File: src/rtl/am_agc_ctrl.sv
// Peak-tracking AGC for the AM demodulator audio gain; pushes {carrier, gain} to demod reg 0 over Wishbone.
// Define AGC_CARRIER_EN to derive the carrier word from the window mean instead of i_carrier.
//
// state    | meaning
// MEASURE  | accumulate peak magnitude over 2^LGWINDOW strobed samples
// DECIDE   | one cycle: compute new gain/carrier, decide whether a write is needed
// BUS_REQ  | cyc/stb/we asserted, waiting for the slave to drop stall
// BUS_WAIT | request accepted, cyc held until ack
module am_agc_ctrl #(
    parameter int          LGWINDOW     = 10,
    parameter logic [15:0] INITIAL_GAIN = 16'h0100,
    parameter logic [15:0] MIN_GAIN     = 16'h0010,
    parameter logic [15:0] MAX_GAIN     = 16'hff00,
    parameter int          STEP_SHIFT   = 4,
    parameter int          HYST         = 8
) (
    input  logic        i_clk,
    input  logic        i_reset,
    input  logic        i_agc_en,
    input  logic        i_sample_ce,
    input  logic [7:0]  i_sample,
    input  logic [7:0]  i_target,
    input  logic [15:0] i_carrier,
    output logic        o_wb_cyc,
    output logic        o_wb_stb,
    output logic        o_wb_we,
    output logic [1:0]  o_wb_addr,
    output logic [31:0] o_wb_data,
    output logic [3:0]  o_wb_sel,
    input  logic        i_wb_stall,
    input  logic        i_wb_ack,
    output logic [15:0] o_gain,
    output logic        o_update
);

    typedef enum logic [1:0] {
        MEASURE  = 2'd0,
        DECIDE   = 2'd1,
        BUS_REQ  = 2'd2,
        BUS_WAIT = 2'd3
    } state_t;

    state_t              state_q, state_d;
    logic [LGWINDOW-1:0] cnt_q, cnt_d;
    logic [7:0]          peak_q, peak_d;
    logic [15:0]         gain_q, gain_d;
    logic [31:0]         pend_q, pend_d;
    logic [31:0]         last_q, last_d;
    logic                cyc_q, cyc_d;
    logic                stb_q, stb_d;
    logic                update_q, update_d;
    logic                commit;

    logic [7:0]  mag;
    logic [8:0]  peak_ext, hi_thr, lo_thr;
    logic [15:0] step, gain_dn_raw, gain_dn, gain_up, gain_new;
    logic [16:0] gain_up_raw;
    logic [15:0] carrier_new, carrier_rst;
    logic [31:0] word_new;

    // -128 maps to 128, which still fits the unsigned 8-bit magnitude
    assign mag      = i_sample[7] ? (~i_sample + 8'd1) : i_sample;
    assign peak_ext = {1'b0, peak_q};
    assign hi_thr   = {1'b0, i_target} + 9'(HYST);
    assign lo_thr   = ({1'b0, i_target} >= 9'(HYST)) ? ({1'b0, i_target} - 9'(HYST)) : 9'd0;

    assign step        = gain_q >> STEP_SHIFT;
    assign gain_dn_raw = gain_q - step;
    assign gain_dn     = (gain_dn_raw < MIN_GAIN) ? MIN_GAIN : gain_dn_raw;
    assign gain_up_raw = {1'b0, gain_q} + {1'b0, step} + 17'd1;
    assign gain_up     = (gain_up_raw > {1'b0, MAX_GAIN}) ? MAX_GAIN : gain_up_raw[15:0];

    always_comb begin
        gain_new = gain_q;
        if (peak_ext > hi_thr) begin
            gain_new = gain_dn;
        end else if (peak_ext < lo_thr) begin
            gain_new = gain_up;
        end
    end

`ifdef AGC_CARRIER_EN
    localparam int SUM_W = 8 + LGWINDOW;
    logic signed [SUM_W-1:0] sum_q, sum_d;
    logic signed [7:0]       mean;
    logic signed [24:0]      prod;

    assign mean        = 8'(sum_q >>> LGWINDOW);
    assign prod        = 25'(mean) * 25'($signed({1'b0, gain_new}));
    assign carrier_new = 16'(prod >>> 8);
    assign carrier_rst = 16'h0000;
`else
    assign carrier_new = i_carrier;
    assign carrier_rst = i_carrier;
`endif

    assign word_new = {carrier_new, gain_new};

    always_comb begin
        state_d  = state_q;
        cnt_d    = cnt_q;
        peak_d   = peak_q;
        gain_d   = gain_q;
        pend_d   = pend_q;
        last_d   = last_q;
        cyc_d    = cyc_q;
        stb_d    = stb_q;
        update_d = 1'b0;
        commit   = 1'b0;
`ifdef AGC_CARRIER_EN
        sum_d    = sum_q;
`endif
        case (state_q)
            MEASURE: begin
                if (!i_agc_en) begin
                    cnt_d  = '0;
                    peak_d = '0;
`ifdef AGC_CARRIER_EN
                    sum_d  = '0;
`endif
                end else if (i_sample_ce) begin
                    cnt_d = cnt_q + LGWINDOW'(1);
                    if (mag > peak_q) begin
                        peak_d = mag;
                    end
`ifdef AGC_CARRIER_EN
                    sum_d = sum_q + SUM_W'($signed(i_sample));
`endif
                    if (cnt_q == '1) begin
                        state_d = DECIDE;
                    end
                end
            end
            DECIDE: begin
                cnt_d  = '0;
                peak_d = '0;
`ifdef AGC_CARRIER_EN
                sum_d  = '0;
`endif
                pend_d = word_new;
                if (word_new != last_q) begin
                    state_d = BUS_REQ;
                    cyc_d   = 1'b1;
                    stb_d   = 1'b1;
                end else begin
                    state_d = MEASURE;
                end
            end
            BUS_REQ: begin
                // after reset the request is raised here rather than in DECIDE
                if (!stb_q) begin
                    cyc_d = 1'b1;
                    stb_d = 1'b1;
                end else if (!i_wb_stall) begin
                    stb_d = 1'b0;
                    if (i_wb_ack) begin
                        commit = 1'b1;
                    end else begin
                        state_d = BUS_WAIT;
                    end
                end
            end
            BUS_WAIT: begin
                if (i_wb_ack) begin
                    commit = 1'b1;
                end
            end
            default: state_d = MEASURE;
        endcase

        if (commit) begin
            cyc_d    = 1'b0;
            gain_d   = pend_q[15:0];
            last_d   = pend_q;
            update_d = 1'b1;
            state_d  = MEASURE;
        end
    end

    always_ff @(posedge i_clk) begin
        if (i_reset) begin
            state_q  <= BUS_REQ;
            cnt_q    <= '0;
            peak_q   <= '0;
            gain_q   <= INITIAL_GAIN;
            pend_q   <= {carrier_rst, INITIAL_GAIN};
            last_q   <= '0;
            cyc_q    <= 1'b0;
            stb_q    <= 1'b0;
            update_q <= 1'b0;
`ifdef AGC_CARRIER_EN
            sum_q    <= '0;
`endif
        end else begin
            state_q  <= state_d;
            cnt_q    <= cnt_d;
            peak_q   <= peak_d;
            gain_q   <= gain_d;
            pend_q   <= pend_d;
            last_q   <= last_d;
            cyc_q    <= cyc_d;
            stb_q    <= stb_d;
            update_q <= update_d;
`ifdef AGC_CARRIER_EN
            sum_q    <= sum_d;
`endif
        end
    end

    assign o_wb_cyc  = cyc_q;
    assign o_wb_stb  = stb_q;
    assign o_wb_we   = cyc_q;
    assign o_wb_addr = 2'b00;
    assign o_wb_data = pend_q;
    assign o_wb_sel  = 4'hf;
    assign o_gain    = gain_q;
    assign o_update  = update_q;

endmodule

File: config.mk
export PLATFORM = sky130hd
export DESIGN_NAME = am_agc_ctrl
export DESIGN_NICKNAME = d
export VERILOG_FILES = /design/src/rtl/am_agc_ctrl.sv
export SDC_FILE = /design/constraint.sdc
export NUM_CORES = 1
export LEC_CHECK = 0
export CAP_MARGIN = 25
export CORE_ASPECT_RATIO = 0.7
export CORE_UTILIZATION = 50
export CTS_CLUSTER_SIZE = 10
export DETAILED_ROUTE_END_ITERATION = 7
export GPL_ROUTABILITY_DRIVEN = 0
export PLACE_DENSITY = 0.81
export SLEW_MARGIN = 20
export SYNTH_ARGS = -nofsm -noshare
export SYNTH_HDL_FRONTEND = slang
export SYNTH_SLANG_ARGS = --single-unit
File: constraint.sdc
create_clock -name i_clk -period 6.55 [get_ports i_clk]
set_clock_uncertainty 0.1 [all_clocks]
set_input_delay 0.655 -clock i_clk [delete_from_list [all_inputs] [get_ports i_clk]]
set_output_delay 0.655 -clock i_clk [all_outputs]
set_load 0.1 [all_outputs]
== After elaboration in Yosys (flattened, before gate mapping) ==
Cells that the tools add are included.
Word-level totals
  bits in registers: 103
  input bits: 38
  output and inout port bits: 58
  logic and storage cells: 94
Operators by class
  add/sub/neg operators: 7
  $lt $le $gt $ge: 6
  equal/unequal tests: 21
  mux-type cells: 35
  bitwise logic cells: 1
  reductions and logical operators: 13
Operator list (number)
  two-way mux 16 bit: 4
  two-way mux 32 bit: 2
  two-way mux 8 bit: 4
  inequality test 32 bit: 1
  inequality test 3 bit, second input constant: 8
  two-way mux 10 bit: 2
  case mux 10 bit (2 select lines): 1
  adder 16 x 12 -> 17 bit: 1
  adder 17 x 1 -> 17 bit, second input constant: 1
  > comparator 17 x 16 -> 1 bit, second input constant: 1
  less-than comparator 16 x 5 -> 1 bit, second input constant: 1
  two-way mux 2 bit: 8
  inequality test 2 bit, second input constant: 8
  case mux 8 bit (2 select lines): 1
  subtractor 16 x 12 -> 16 bit: 1
  AND reduction 7 bit: 2
  adder 10 x 1 -> 10 bit, second input constant: 1
  == test 10 bit, second input constant: 1
  adder 8 x 4 -> 9 bit, second input constant: 1
  > comparator 8 x 9 -> 1 bit: 1
  less-than comparator 8 x 9 -> 1 bit: 1
  two-way mux 9 bit: 1
  subtractor 8 x 4 -> 9 bit, second input constant: 1
  adder 8 x 1 -> 8 bit, second input constant: 1
  other kinds (15): 29

== Longest topological paths before layout ==
Gate-level depths: netlist of the first run.
  depth after elaboration: 10
  depth in mapped cells: 19
  mapped depth without buffers: 17

== Least setup slack after synthesis of the first run ==
No wires, ideal clock.
  kind: reg-to-reg
  start: register gain_q[8] (netlist: o_gain[8])
  end: register cyc_q (netlist: o_wb_cyc)
  library setup time: 122 ps
  arrival time: 4323 ps
  data required time: 6328 ps
  setup slack: 2005 ps
  cell stages (with the launch flop): 15
  path buffers: 1
  clock period less this slack: 4545 ps
  cell sequence: dfxtp_1 > inv_1 > ha_1 > buf_4 > o211a_1 > o31ai_1 > a211o_2 > a211o_1 > o2111ai_2 > nor4_4 > or4_1 > a221oi_1 > nand4_1 > or3_1 > o311a_1
Between the ends
  longest elaborated chain between the ends: 9
  elaborated cells on any way between the ends: 12
  classes of those cells: 3 x add/sub; 2 x order compare; 2 x eq/ne; 4 x mux; 1 x reduce/logical
RTL lines
  start: declaration: RTL line 46  | logic [15:0] gain_q, gain_d;
  start signal: assignment: RTL line 198  | gain_q <= gain_d;
  adder 16 x 12 -> 17 bit: RTL line 70  | assign gain_up_raw = {1'b0, gain_q} + {1'b0, step} + 17'd1;
  adder 17 x 1 -> 17 bit: RTL line 70
  > comparator 17 x 16 -> 1 bit: RTL line 71  | assign gain_up = (gain_up_raw > {1'b0, MAX_GAIN}) ? MAX_GAIN : gain_up_raw[15:0];
  two-way mux 16 bit: RTL line 71
  two-way mux 16 bit: RTL line 77  | end else if (peak_ext < lo_thr) begin
  two-way mux 16 bit (*): RTL line 75  | if (peak_ext > hi_thr) begin
  inequality test 32 bit (*): RTL line 141  | if (word_new != last_q) begin
  inequality test 2 bit (no source line) (*)
  AND reduction 3 bit (no source line) (*)
  end signal: assignment: RTL line 201  | cyc_q <= cyc_d;
  end: declaration: RTL line 49  | logic cyc_q, cyc_d;
Mark *: on every way between the ends. The rest lies on a longest branch, timed or not.
A chain may end at the register's enable or synchronous reset.

== Final worst setup path of the first run ==
  start: input port i_target[3]
  end: register cyc_q (netlist: o_wb_cyc)
Between the ends
  longest elaborated chain between the ends: 8
  elaborated cells on any way between the ends: 11
  classes of those cells: 2 x add/sub; 3 x order compare; 2 x eq/ne; 3 x mux; 1 x reduce/logical
RTL lines
  start: declaration: RTL line 22  | input logic [7:0] i_target,
  subtractor 8 x 4 -> 9 bit / greater-or-equal comparator 8 x 4 -> 1 bit (equally long branches): RTL line 65  | assign lo_thr = ({1'b0, i_target} >= 9'(HYST)) ? ({1'b0, i_target} - 9'(HYST)) : 9'd0;
  two-way mux 9 bit: RTL line 65
  less-than comparator 8 x 9 -> 1 bit: RTL line 77
  two-way mux 16 bit: RTL line 77
  two-way mux 16 bit (*): RTL line 75
  inequality test 32 bit (*): RTL line 141
  inequality test 2 bit (no source line) (*)
  AND reduction 3 bit (no source line) (*)
Marked as above.

==> results.json, run 1 <==
{
  "synth_area_per_cell_um2": 7.78,
  "cts_made_buffers": 9,
  "grt_max_degree": 63,
  "worstPathRequired_ns": 6.69,
  "die_w_um": 148,
  "cts.hold.buffers_added": 0,
  "fin_cells": 1208,
  "peakVddDrop_uv": 171,
  "die-area_um2": 15500,
  "synth.distinct_cells": 90,
  "grtUsageTotal": 0.287,
  "seqPwrFrac": 0.314,
  "antenna_found_initial": 0,
  "cp.buffers_inverters": 2,
  "fp.coreArea_um2": 14700,
  "yosys-top-cells-count": "nand2_1 (119), nor2_1 (97), dfxtp_1 (72)",
  "synth-seq-cells": 88,
  "maxSlewHeadroom": 0.303,
  "grt_pass1_vias": 6986,
  "overflow": 0,
  "power_frac_clock": 0.244,
  "switchingPower_w": 0.000959,
  "p_int_w": 0.00119,
  "power_density_nw_per_um2": 249,
  "wl_per_cell_um": 18.1,
  "synth-seq-area-share": 0.256,
  "rsz0062_at_grt": "no",
  "finalHoldViolations": 0,
  "cts_tree": "done",
  "synth_largest_area_cell": "dfxtp_1",
  "p_leak_nw": 3.31,
  "critPathTopFamily": "simple AND/OR/NAND/NOR gates",
  "io_buffers": 89,
  "synth_top_area_share": 0.192,
  "ios": 96,
  "place.detailed.hpwl_um": 16500,
  "fmax_mhz": 185,
  "clock_path_buffers": 2,
  "cts_resized": 0,
  "syn-cell-area_um2": 7500,
  "die_h_um": 105,
  "async_flop_share": 0,
  "drt_wl_total_um": 21900,
  "place_area_um2": 8350,
  "slowest_stage": "or4b_1",
  "avgViaCountPerCell": 6.23,
  "fin_crit_ns": 5.39,
  "dp.cells": 1192,
  "cts.htree.levels": 3,
  "fin_nets": 1105,
  "clock_sinks": 88,
  "antenna_left": 0,
  "cts.clk_slew.worst_paths_ns": 0.07,
  "endpoint_kind": "flip-flop",
  "worst_pin_slew_ns": 1.04,
  "post-cts-setup-buffers": 0,
  "ys.flop_type": "dfxtp_1",
  "drive_gt1_frac": 0.0602,
  "fin_area_um2": 8650,
  "syn_to_final_growth_pct": 15.3,
  "antenna_cells": 0,
  "min_period_over_period": 0.824,
  "synth_edf_count": 16,
  "cp_max_fo": 10,
  "cts_root_buf": "clkbuf_16",
  "drv_slew": 0,
  "start_util": 0.511,
  "synth_warnings": 0,
  "yosysMostFrequentCell": "nand2_1",
  "critPathMaxStageDelay_ns": 0.58,
  "rows": 37,
  "grt_pass1_wl_um": 35600,
  "worstPathCellList": "clkdlybuf4s50_1 > inv_1 > ha_1 > or4b_1 > nor2_1 > a21oi_1 > ha_1 > a21oi_1 > nand2_1 > nor4_1 > or2_1 > nand2_1 > nor2_1 > o211a_1 > o21a_1 > o2111ai_1 > or3_1 > o311a_1",
  "crit_arrival_ns": 5.54,
  "drv_cap": 0,
  "drt_iter0_markers": 818,
  "status": "complete, no violations",
  "clk_latency_ns": 0.35,
  "start_kind": "input port",
  "synthCells": 965,
  "post-route-drc-count": 0,
  "path_class": "in -> reg",
  "ys_top_cells_by_area": "dfxtp_1 (19%), ha_1 (9.5%), edfxtp_1 (6.4%), nand2_1 (6.0%), nor2_1 (4.9%)",
  "first_pass_iters": 8,
  "power_frac_comb": 0.442,
  "switching_share": 0.446,
  "setup-violations-final": 0,
  "num_vias": 7525,
  "worstHoldPathType": "reg -> reg",
  "tns_ns": 0
}
[power groups by stage]
stage	clock (W)	sequential (W)	combinational [W]
2_1_floorplan	0	0.000877	0.000515
3_3_place_gp	0	0.000685	0.000913
3_5_place_dp	0	0.000685	0.000931
4_1_cts	0.000533	0.000674	0.000935
5_1_grt	0.000560	0.000685	0.00101
6_report	0.000525	0.000676	0.000951
[per-layer routing]
metal / GRT usage / vias to the layer above / part of all wire
met4: 0.0633 / 2 / 0.019
met1: 0.409 / 3451 / 0.44
met5: 0 / - / 0.0013
met2: 0.400 / 453 / 0.41
li1: - / 3553 / -
met3: 0.112 / 66 / 0.14
[cells by family after synthesis]
group           Yosys count  share of synthesized area
xor+xnor                 50                     0.0612
flops                    88                      0.256
compound gates          268                      0.253
simple gates            369                      0.238
fa+ha+maj                59                      0.100
other cells               2                    0.00100
buf+inv                 116                     0.0724
mux                      13                     0.0185
[cells in the final DEF (no fill, tap or decap), types with 15 or more instances in the layout]
| cell type | count |
|---|---|
| a211oi_1 | 15 |
| a21oi_1 | 71 |
| clkdlybuf4s50_1 | 88 |
| dfxtp_1 | 72 |
| edfxtp_1 | 16 |
| ha_1 | 57 |
| inv_1 | 44 |
| nand2_1 | 119 |
| nand3_1 | 26 |
| nand4_1 | 16 |
| nor2_1 | 97 |
| nor2b_1 | 25 |
| nor3_1 | 24 |
| o21ai_0 | 45 |
| xnor2_1 | 18 |
| xor2_1 | 30 |
[state kept, by name, summed over array words and instances (netlist names)]
signal     flops
last_q        18
o_wb_cyc       1
cnt_q         10
state_q        2
o_gain        15
o_update       1
o_wb_stb       1
peak_q         8
o_wb_data     32
[through the flow]
step                      hold WS [ns]  utilization  total power (W)  worst slack [ns]
after floorplan                  0.348            -          0.00139              2.01
after global placement           0.354        0.568          0.00160              1.07
after detailed placement         0.357        0.569          0.00162             0.903
after CTS                        0.367        0.590          0.00214              1.28
after global routing             0.383        0.590          0.00226             0.737
final                            0.368        0.590          0.00215              1.16
[worst register-to-register path, stage by stage, from the launching register on]
cell and delay [ns]:
dfxtp_1 0.63, inv_1 0.17, ha_1 0.63, o21ai_1 0.18
nor2b_1 0.21, a2111oi_0 0.53, a211o_1 0.28, o2111ai_2 0.28
nor4_4 0.57, mux2i_1 0.20, a211oi_2 0.37, o2111ai_1 0.19
or3_1 0.37, o311a_1 0.29
[area by class of cell]
class                           count  area, um^2
Inverter                           47         176
Clock inverter                      6        53.8
Tap cell                          195         244
Multi-Input combinational cell    765        5060
Fill cell                        1307        6020
Sequential cell                    88        1920
Clock buffer                       10         250
Timing Repair Buffer               97         950
[worst paths after layout]
kind / startpoint / end / slack (ns) / cells past startpoint
worst max-delay path: i_target[3] / o_wb_cyc / 1.16 / 18
worst min-delay path: last_q[17] / last_q[17] / 0.37 / 2
worst max register to register: o_gain[10] / o_wb_cyc / 1.45 / 13
worst min register to register: last_q[17] / last_q[17] / 0.37 / 2
No activity file was read; power rests on OpenSTA's default activity.
==> run 2: changes to the inputs <==
Clock period 6.55 ns to 5.6 ns, I/O delays scaled along.
==> results.json, run 2 (synthesis results as in run 1) <==
{
  "drive_gt1_frac": 0.0684,
  "final_common_cell": "nand2_1",
  "fillers": 1312,
  "cts_tree": "done",
  "rows": 37,
  "drt_iter0_markers": 968,
  "avgViaCountPerCell": 6.24,
  "violations": "DRC",
  "fin_nets": 1116,
  "worstPathRequired_ns": 5.73,
  "cts.hold.buffers_added": 0,
  "start_kind": "flip-flop",
  "setup-violations-final": 0,
  "io_buffers": 89,
  "drv_cap": 0,
  "grt_pass1_wl_um": 35900,
  "ios": 96,
  "syn_to_final_growth_pct": 16.1,
  "cp_max_fo": 14,
  "rr_worst_depth": 13,
  "die_h_um": 105,
  "place.detailed.hpwl_um": 16900,
  "rsz0062_at_grt": "no",
  "path_class": "reg -> reg",
  "slowest_stage": "ha_1",
  "tns_ns": 0,
  "post-cts-setup-buffers": 0,
  "status": "complete, but fails checks",
  "start_util": 0.511,
  "die-area_um2": 15500,
  "first_pass_iters": 8,
  "worstHoldPathType": "reg -> reg",
  "drt_wl_total_um": 22500,
  "critPathMaxStageDelay_ns": 0.60,
  "p_leak_nw": 3.35,
  "grtUsageTotal": 0.292,
  "grt_pass1_vias": 7001,
  "mostFrequentLayoutCells": "nand2_1 (119), nor2_1 (97), clkdlybuf4s50_1 (88), dfxtp_1 (72), a21oi_1 (71)",
  "post-route-drc-count": 2,
  "place_area_um2": 8440,
  "endpoint_kind": "flip-flop",
  "fmax_mhz": 198,
  "multiInputGateArea_um2": 5060,
  "fp.coreArea_um2": 14700,
  "fin_crit_ns": 5.06,
  "largest_reg_flops": 32,
  "antenna_left": 0,
  "min_period_over_period": 0.903,
  "worst_pin_slew_ns": 1.03,
  "maxSlewHeadroom": 0.314,
  "drv_slew": 0,
  "cts.htree.levels": 3,
  "clock_sinks": 88,
  "finalHoldViolations": 0,
  "num_vias": 7607,
  "cts.clk_slew.worst_paths_ns": 0.07,
  "clk_latency_ns": 0.34,
  "antenna_cells": 0,
  "cts_resized": 0,
  "cts_made_buffers": 9,
  "peakVddDrop_uv": 268,
  "grt_max_degree": 63,
  "wl_per_cell_um": 18.5,
  "power_density_nw_per_um2": 284,
  "antenna_found_initial": 0,
  "crit_arrival_ns": 5.19,
  "worstPathCellList": "inv_1 > ha_1 > clkinv_1 > o31ai_1 > nand2_1 > nand3_1 > xnor2_1 > nor4_4 > or4_1 > a221oi_1 > nand4_1 > or3_1 > o311a_1",
  "fin_area_um2": 8710,
  "die_w_um": 148,
  "min_path_cells": 2,
  "cts_root_buf": "clkbuf_16",
  "overflow": 0,
  "clock_path_buffers": 2,
  "register_area_um2": 1920
}
[run 2: layout make-up]
class	count	share of cell area
well taps	195	0.0280
inverters	47	0.0202
flip-flops and latches	88	0.221
clock buffers	10	0.0263
repair buffers	108	0.119
clock inverters	6	0.00488
multi-input cells	765	0.581
[run 2: power breakdown]
group	switching (W)	total [W]	internal [W]	leakage [nW]
Combinational	0.000778	0.00112	0.000343	2.47
Clock	0.000258	0.000561	0.000303	0.131
Sequential	0.0000725	0.000790	0.000717	0.746
[run 2: worst paths after layout]
path | from | to | slack (ns)
max | o_gain[14] | o_wb_cyc | 0.54
min | last_q[17] | last_q[17] | 0.37
max reg2reg | o_gain[14] | o_wb_cyc | 0.54
min reg2reg | last_q[17] | last_q[17] | 0.37
[run 2: worst max-delay path: cells and delay by family, from the launching register on]
family | cells | cell delay, ns
simple gates | 6 | 1.66
buf+inv | 2 | 0.59
xor+xnor | 1 | 0.34
flops | 1 | 0.52
fa+ha+maj | 1 | 0.60
compound gates | 3 | 1.12
[run 2: per-layer routing]
metal / routed length [um] / track usage / up-vias
met5: 0 / 0 / -
met4: 510 / 0.0626 / 0
met3: 3030 / 0.104 / 84
met2: 9170 / 0.419 / 463
met1: 9820 / 0.413 / 3490
li1: - / - / 3570
[run 2: through the flow]
step            util  total power (W)  instances  setup WS [ns]  hold WS [ns]
3_3_place_gp   0.575          0.00187       1202          0.465         0.354
2_1_floorplan      -          0.00163        969           1.06         0.348
3_5_place_dp   0.575          0.00190       1203          0.310         0.359
5_1_grt        0.594          0.00259       1219          0.337         0.390
4_1_cts        0.594          0.00245       1219          0.659         0.369
6_report       0.594          0.00247       1219          0.543         0.367
==> run 3: changes to the inputs <==
Settings changed: SLEW_MARGIN 20 to not set.
==> results of run 3 <==
Same layout as run 2: the final DEF is identical, and so are final timing and power.
